===== src/rtl/spectrum_pkg.sv =====
// Shared defaults, magnitude widths and FSM encoding for the spectrum frame loader.
package spectrum_pkg;

    localparam int unsigned DEF_FFT_POINT = 256;
    localparam int unsigned DEF_ADDR_W    = 10;
    localparam int unsigned DEF_BAR_W     = 12;
    localparam int unsigned DEF_V_ACT     = 720;
    localparam int unsigned DEF_SHIFT     = 6;

    // |re|, |im| need one extra bit for -32768; their sum needs one more
    localparam int unsigned ABS_W = 17;
    localparam int unsigned MAG_W = 18;

    typedef enum logic [1:0] {
        StWait,
        StLoad,
        StDrain,
        StDone
    } state_e;

endpackage


===== src/rtl/spectrum_mag_scale.sv =====
// Converts one {re, im} FFT bin into a clipped bar height, one registered stage.
module spectrum_mag_scale
    import spectrum_pkg::*;
#(
    parameter int unsigned BAR_W = DEF_BAR_W,
    parameter int unsigned V_ACT = DEF_V_ACT,
    parameter int unsigned SHIFT = DEF_SHIFT
) (
    input  logic             i_clk,
    input  logic             i_rst,
    input  logic             i_en,
    input  logic [31:0]      i_data,
    output logic [BAR_W-1:0] o_bar
);

    logic signed [15:0] w_re;
    logic signed [15:0] w_im;
    logic [ABS_W-1:0]   w_re_abs;
    logic [ABS_W-1:0]   w_im_abs;
    logic [MAG_W-1:0]   w_mag;
    logic [MAG_W-1:0]   w_shr;
    logic [BAR_W-1:0]   w_bar;
    logic [BAR_W-1:0]   r_bar;

    assign w_re = i_data[31:16];
    assign w_im = i_data[15:0];

    assign w_re_abs = w_re[15] ? (17'd0 - {w_re[15], w_re}) : {1'b0, w_re};
    assign w_im_abs = w_im[15] ? (17'd0 - {w_im[15], w_im}) : {1'b0, w_im};

    assign w_mag = {1'b0, w_re_abs} + {1'b0, w_im_abs};
    assign w_shr = w_mag >> SHIFT;
    assign w_bar = (w_shr > MAG_W'(V_ACT - 1)) ? BAR_W'(V_ACT - 1) : w_shr[BAR_W-1:0];

    always_ff @(posedge i_clk) begin
        if (i_rst) begin
            r_bar <= '0;
        end else if (i_en) begin
            r_bar <= w_bar;
        end
    end

    assign o_bar = r_bar;

endmodule


===== src/rtl/spectrum_frame_loader.sv =====
// Moves one FFT frame into the back bank of a ping-pong bar RAM and swaps
// banks on vsync once the frame is complete.
module spectrum_frame_loader
    import spectrum_pkg::*;
#(
    parameter int unsigned FFT_POINT = DEF_FFT_POINT,
    parameter int unsigned ADDR_W    = DEF_ADDR_W,
    parameter int unsigned BAR_W     = DEF_BAR_W,
    parameter int unsigned V_ACT     = DEF_V_ACT,
    parameter int unsigned SHIFT     = DEF_SHIFT
) (
    input  logic              i_pix_clk,
    input  logic              i_rst,
    input  logic              i_vs_in,
    input  logic              i_fft_frame_rdy,
    output logic              o_fft_frame_ack,
    output logic              o_fft_rd_en,
    output logic [ADDR_W-1:0] o_fft_rd_addr,
    input  logic [31:0]       i_fft_rd_data,
    output logic              o_bar_wr_en,
    output logic [ADDR_W:0]   o_bar_wr_addr,
    output logic [BAR_W-1:0]  o_bar_wr_data,
    output logic              o_disp_bank,
    output logic              o_busy,
    output logic [7:0]        o_overrun_cnt
);

    localparam logic [ADDR_W-1:0] LAST_ADDR = ADDR_W'(FFT_POINT - 1);

    state_e            r_state;
    state_e            w_state_nxt;
    logic [ADDR_W-1:0] r_addr;
    logic [ADDR_W-1:0] r_addr_p1;
    logic [ADDR_W-1:0] r_addr_p2;
    logic [1:0]        r_vld;
    logic              r_vs_d;
    logic              r_disp_bank;
    logic              r_ack;
    logic [7:0]        r_overrun;
    logic              w_vs_edge;
    logic              w_last_rd;
    logic              w_last_wr;
    logic              w_rd_en;
    logic              w_busy;
    logic              w_ack_nxt;

    assign w_vs_edge = i_vs_in & ~r_vs_d;
    assign w_last_rd = (r_addr == LAST_ADDR);
    // Last write is the one with nothing left behind it in the pipe
    assign w_last_wr = r_vld[1] & ~r_vld[0];

    always_ff @(posedge i_pix_clk) begin
        if (i_rst) begin
            r_state <= StWait;
        end else begin
            r_state <= w_state_nxt;
        end
    end

    always_comb begin
        w_state_nxt = r_state;
        unique case (r_state)
            StWait:  if (i_fft_frame_rdy) w_state_nxt = StLoad;
            StLoad:  if (w_last_rd) w_state_nxt = StDrain;
            StDrain: if (w_last_wr) w_state_nxt = StDone;
            StDone:  if (w_vs_edge) w_state_nxt = StWait;
            default: w_state_nxt = StWait;
        endcase
    end

    always_comb begin
        w_rd_en   = 1'b0;
        w_busy    = 1'b0;
        w_ack_nxt = 1'b0;
        case (r_state)
            StLoad: begin
                w_rd_en = 1'b1;
                w_busy  = 1'b1;
            end
            StDrain: begin
                w_busy    = 1'b1;
                w_ack_nxt = w_last_wr;
            end
            default: ;
        endcase
    end

    always_ff @(posedge i_pix_clk) begin
        if (i_rst) begin
            r_addr      <= '0;
            r_addr_p1   <= '0;
            r_addr_p2   <= '0;
            r_vld       <= '0;
            r_vs_d      <= 1'b0;
            r_disp_bank <= 1'b0;
            r_ack       <= 1'b0;
            r_overrun   <= '0;
        end else begin
            if (r_state == StLoad) begin
                r_addr <= w_last_rd ? '0 : r_addr + 1'b1;
            end
            r_addr_p1 <= r_addr;
            r_addr_p2 <= r_addr_p1;
            r_vld     <= {r_vld[0], w_rd_en};
            r_vs_d    <= i_vs_in;
            r_ack     <= w_ack_nxt;
            if (w_vs_edge) begin
                if (r_state == StDone) begin
                    r_disp_bank <= ~r_disp_bank;
                end else if (r_overrun != 8'hFF) begin
                    r_overrun <= r_overrun + 8'd1;
                end
            end
        end
    end

    spectrum_mag_scale #(
        .BAR_W (BAR_W),
        .V_ACT (V_ACT),
        .SHIFT (SHIFT)
    ) u_mag_scale (
        .i_clk  (i_pix_clk),
        .i_rst  (i_rst),
        .i_en   (r_vld[0]),
        .i_data (i_fft_rd_data),
        .o_bar  (o_bar_wr_data)
    );

    assign o_fft_rd_en     = w_rd_en;
    assign o_fft_rd_addr   = r_addr;
    assign o_busy          = w_busy;
    assign o_fft_frame_ack = r_ack;
    assign o_bar_wr_en     = r_vld[1];
    assign o_bar_wr_addr   = {~r_disp_bank, r_addr_p2};
    assign o_disp_bank     = r_disp_bank;
    assign o_overrun_cnt   = r_overrun;

endmodule


===== config.mk =====
export PLATFORM = sky130hd
export DESIGN_NAME = spectrum_frame_loader
export DESIGN_NICKNAME = d
export VERILOG_FILES = /design/src/rtl/spectrum_pkg.sv /design/src/rtl/spectrum_mag_scale.sv /design/src/rtl/spectrum_frame_loader.sv
export SDC_FILE = /design/constraint.sdc
export NUM_CORES = 1
export LEC_CHECK = 0
export ABC_AREA = 1
export BUFFER_PORTS_ARGS = -buffer_cell sky130_fd_sc_hd__buf_4
export CAP_MARGIN = 25
export CORE_ASPECT_RATIO = 0.6
export CORE_MARGIN = 2
export CORE_UTILIZATION = 55
export DETAILED_ROUTE_END_ITERATION = 8
export PLACE_DENSITY = 0.86
export SLEW_MARGIN = 20
export SYNTH_ARGS = -nofsm -noshare
export SYNTH_HDL_FRONTEND = slang
export SYNTH_SLANG_ARGS = --single-unit

===== constraint.sdc =====
create_clock -name i_pix_clk -period 3.45 [get_ports i_pix_clk]
set_input_delay 0.69 -clock i_pix_clk [delete_from_list [all_inputs] [get_ports i_pix_clk]]
set_output_delay 0.69 -clock i_pix_clk [all_outputs]
set_load 0.01 [all_outputs]

==> metrics.csv <==
stage,metric,value,unit
cts,H-tree Lvls,3,
place,Port Buffers,81,
detailed_routing,vias per inst,5.31,
sta,skew final,2.76,ps
place,routability-driven placement congestion ratio,1.02,
detailed_routing,Post-DRT Antenna Nets,0,
yosys,multiplexer area fraction after synthesis,0,%
place,DP Worst Slack,-294,ps
cts,clk buf depth,2,
yosys,most common flop cell mapped by yosys,dfxtp_1,
floorplan,full die area,7540,um2
critical_path,Critical Setup Path Class,input port to flip-flop,
final_layout,layout cell share with drive strength beyond 1,28.3,%
cts,clock slew at the register clock pins of the worst setup and hold paths,50,ps
critical_path,crit-path cells,"buf_4, nor2_1, nand4_1, nor3_2, nand2_1, nor3_2, nor2_1, xor2_1, ha_1, a21oi_1, nand2_2, a21oi_2, nand2_1, nand2_1, nand3_4, nor2_4, nand2_4, nand3_1, nand2_1, inv_1",
critical_path,worst path required time,3720,ps
floorplan,die span in x,111,um
grt,initial antenna violation count,0,
detailed_routing,DRT iter0 DRCs,337,
yosys,simple-gate area share of the yosys netlist,34.1,%
floorplan,core area,6650,um2
grt,total congestion overflow,0,
outcome,status,"finished, final reports clean",
yosys,post-synthesis cell count,569,
sta,fin crit period,3370,ps
yosys,top-area cell type share of the netlist area,30.3,%
cts,CTS root buf,clkbuf_16,
critical_path,crit path launch type,input port,
critical_path,cell with the largest stage delay on the worst path,ha_1,
yosys,Yosys cell types,37,
critical_path,crit path DAT,3640,ps
run,Max-cap violations,0,
sta,fin crit share,97.6,%
yosys,Area contributors post-synth,"dfxtp_1 (30%), nand2_1 (12%), inv_1 (8.7%), nor2_1 (8.3%), ha_1 (8.0%)",
critical_path,"CP delay by family, top",simple AND/OR/NAND/NOR gates,
place,placed cell count,766,
detailed_routing,DRC,0,
sta,final hold vios,0,
detailed_routing,overall routed net length,11100,um
sta,Slew headroom,60.8,%
yosys,synthesized cell area,3760,um2
floorplan,die height,68.1,um
power_and_ir_drop,Tot Pwr,2.66,mW
grt,number of global-route vias before repair,3667,
critical_path,crit path buf inv count,2,
critical_path,"reg-to-reg slack, setup",1530,ps
critical_path,CP Capture Type,flip-flop,
cts,total CTS buffers,9,
sta,final setup violation count,0,
critical_path,largest fanout on the critical path,9,
final_layout,ANT cells,0,
yosys,"Async S/R FF share, synth",0,%
cts,clk sinks,57,
yosys,largest family of logic cells by synthesized area,simple AND/OR/NAND/NOR gates,
yosys,post-synthesis compound-gate area fraction,9.81,%
yosys,XOR/XNOR Fraction of Synth Area,7.68,%
power_and_ir_drop,Lkg Pwr,2.58,nW
grt,first-pass GRT wire length,16900,um
critical_path,crit-path max cell delay,350,ps
final_layout,Finished Cell Area,5260,um2
detailed_routing,Vias,4192,
power_and_ir_drop,Pwr Density,506,nW/um2
sta,Max Slew Vio Count,0,
yosys,Post-synth EDFFs,0,
sta,Peak Freq,297,MHz
sta,Slew @ Worst Pin,583,ps
final_layout,Layout Area Growth over Synthesis,39.7,%
place,Post-DP HPWL,8300,um
grt,largest net degree at the start of global routing,39,
sta,Worst Hold Margin,400,ps
cts,CTS tree,done,
final_layout,"non-filler cells, final",789,
yosys,average size of a mapped cell,6.61,um2
detailed_routing,Avg WL per Cell,14.1,um
cts,worst skew pair latency,330,ps
yosys,Synth Warn #,0,
floorplan,Starting Density,56.6,%
yosys,synth cell count leaders,"nand2_1 (123), inv_1 (87), nor2_1 (83)",
worst_hold_path,worst min path class,flip-flop to flip-flop,
yosys,Synth Register Bits,57,
final_layout,nets,757,
place,DP Area,4730,um2
detailed_routing,TritonRoute pass-1 iters,5,
yosys,post-synthesis sequential area ratio,30.3,%
yosys,largest area contributor in the netlist,dfxtp_1,
power_and_ir_drop,Worst VDD drop,0.475,mV
grt,total track usage,28.2,%
sta,setup slack after layout,82.9,ps
critical_path,most used cell along the critical path,nand2_1,
yosys,Synth Area in Adders,7.98,%
yosys,most frequent cell after synthesis,nand2_1,
floorplan,Ports,82,
floorplan,row cnt,23,
==> sequential cells by signal, summed over array words and instances (netlist names) <==
signal / flops
o_disp_bank: 1
o_fft_frame_ack: 1
o_fft_rd_addr: 10
o_overrun_cnt: 8
r_addr_p1: 10
r_addr_p2: 10
r_state: 2
r_vld: 2
r_vs_d: 1
u_mag_scale.o_bar: 12
==> worst min-delay path: stages, from the launching register on <==
cell,delay (ps)
dfxtp_1,290
inv_1,40
nor2_1,30
==> where the power goes <==
group | total, mW | switching, mW | internal [mW]
registers | 0.754 | 0.0443 | 0.710
clock network | 0.944 | 0.313 | 0.630
logic | 0.963 | 0.579 | 0.385
total | 2.66 | 0.936 | 1.73
==> per-stage QoR <==
step / util (%) / TNS, ps
floorplan: - / 0
global placement: 71.1 / -2190
detailed placement: 71.1 / -2560
CTS: 76.0 / 0
global route: 79.1 / -731
finish: 79.1 / 0
==> worst paths after layout <==
kind                      from              endpoint  depth (start not counted)
min reg2reg       r_addr_p1[5]          r_addr_p2[5]                          2
max          i_fft_rd_data[20]  u_mag_scale.o_bar[7]                         20
max reg2reg         r_state[1]      o_fft_rd_addr[8]                          7
min               r_addr_p1[5]          r_addr_p2[5]                          2
==> cell families (layout without fill, tap and decap cells) <==
family / Yosys count / in the layout
flops: 57 / 57
fa+ha+maj: 24 / 24
xor+xnor: 33 / 33
compound gates: 66 / 66
simple gates: 288 / 289
other cells: 1 / 2
buf+inv: 100 / 231
==> repair_timing <==
action / CTS / global route
buffers inserted: 0 / 6
hold endpoints to repair: 0 / 0
cloned: 0 / 1
resized for setup: 1 / 41
hold buffers: 0 / 0
pin swaps: 0 / 19
endpoints found under the setup margin: 1 / 10
==> per-layer routing <==
metal / GRT usage, % / vias to the layer above / wire length (um)
met3: 10.5 / 17 / 1050
met1: 37.5 / 1942 / 5050
li1: - / 2055 / -
met5: 0 / - / 0
met4: 5.47 / 0 / 115
met2: 44.9 / 178 / 4930
==> cell type report <==
class / instances / area, um2
repair buffers: 124 / 931
clock inverters: 7 / 93.8
well taps: 87 / 109
clock buffers: 9 / 225
fillers: 448 / 1390
inverters: 91 / 342
flip-flops and latches: 57 / 1140
multi-input cells: 414 / 2420
==> layout by cell type, fill, tap and decap left out, types with 8 or more instances in the layout <==
cell type    n
dfxtp_1     57
xor2_1      25
nand2_1    114
nand3_1     30
a21oi_1     22
buf_4      124
nand2_2     16
ha_1        23
clkbuf_16    9
inv_1       85
o21ai_0     20
nor2_1      78
nor3_1       9
xnor2_1      8
Note: power is estimated with default switching activity, not from simulation.
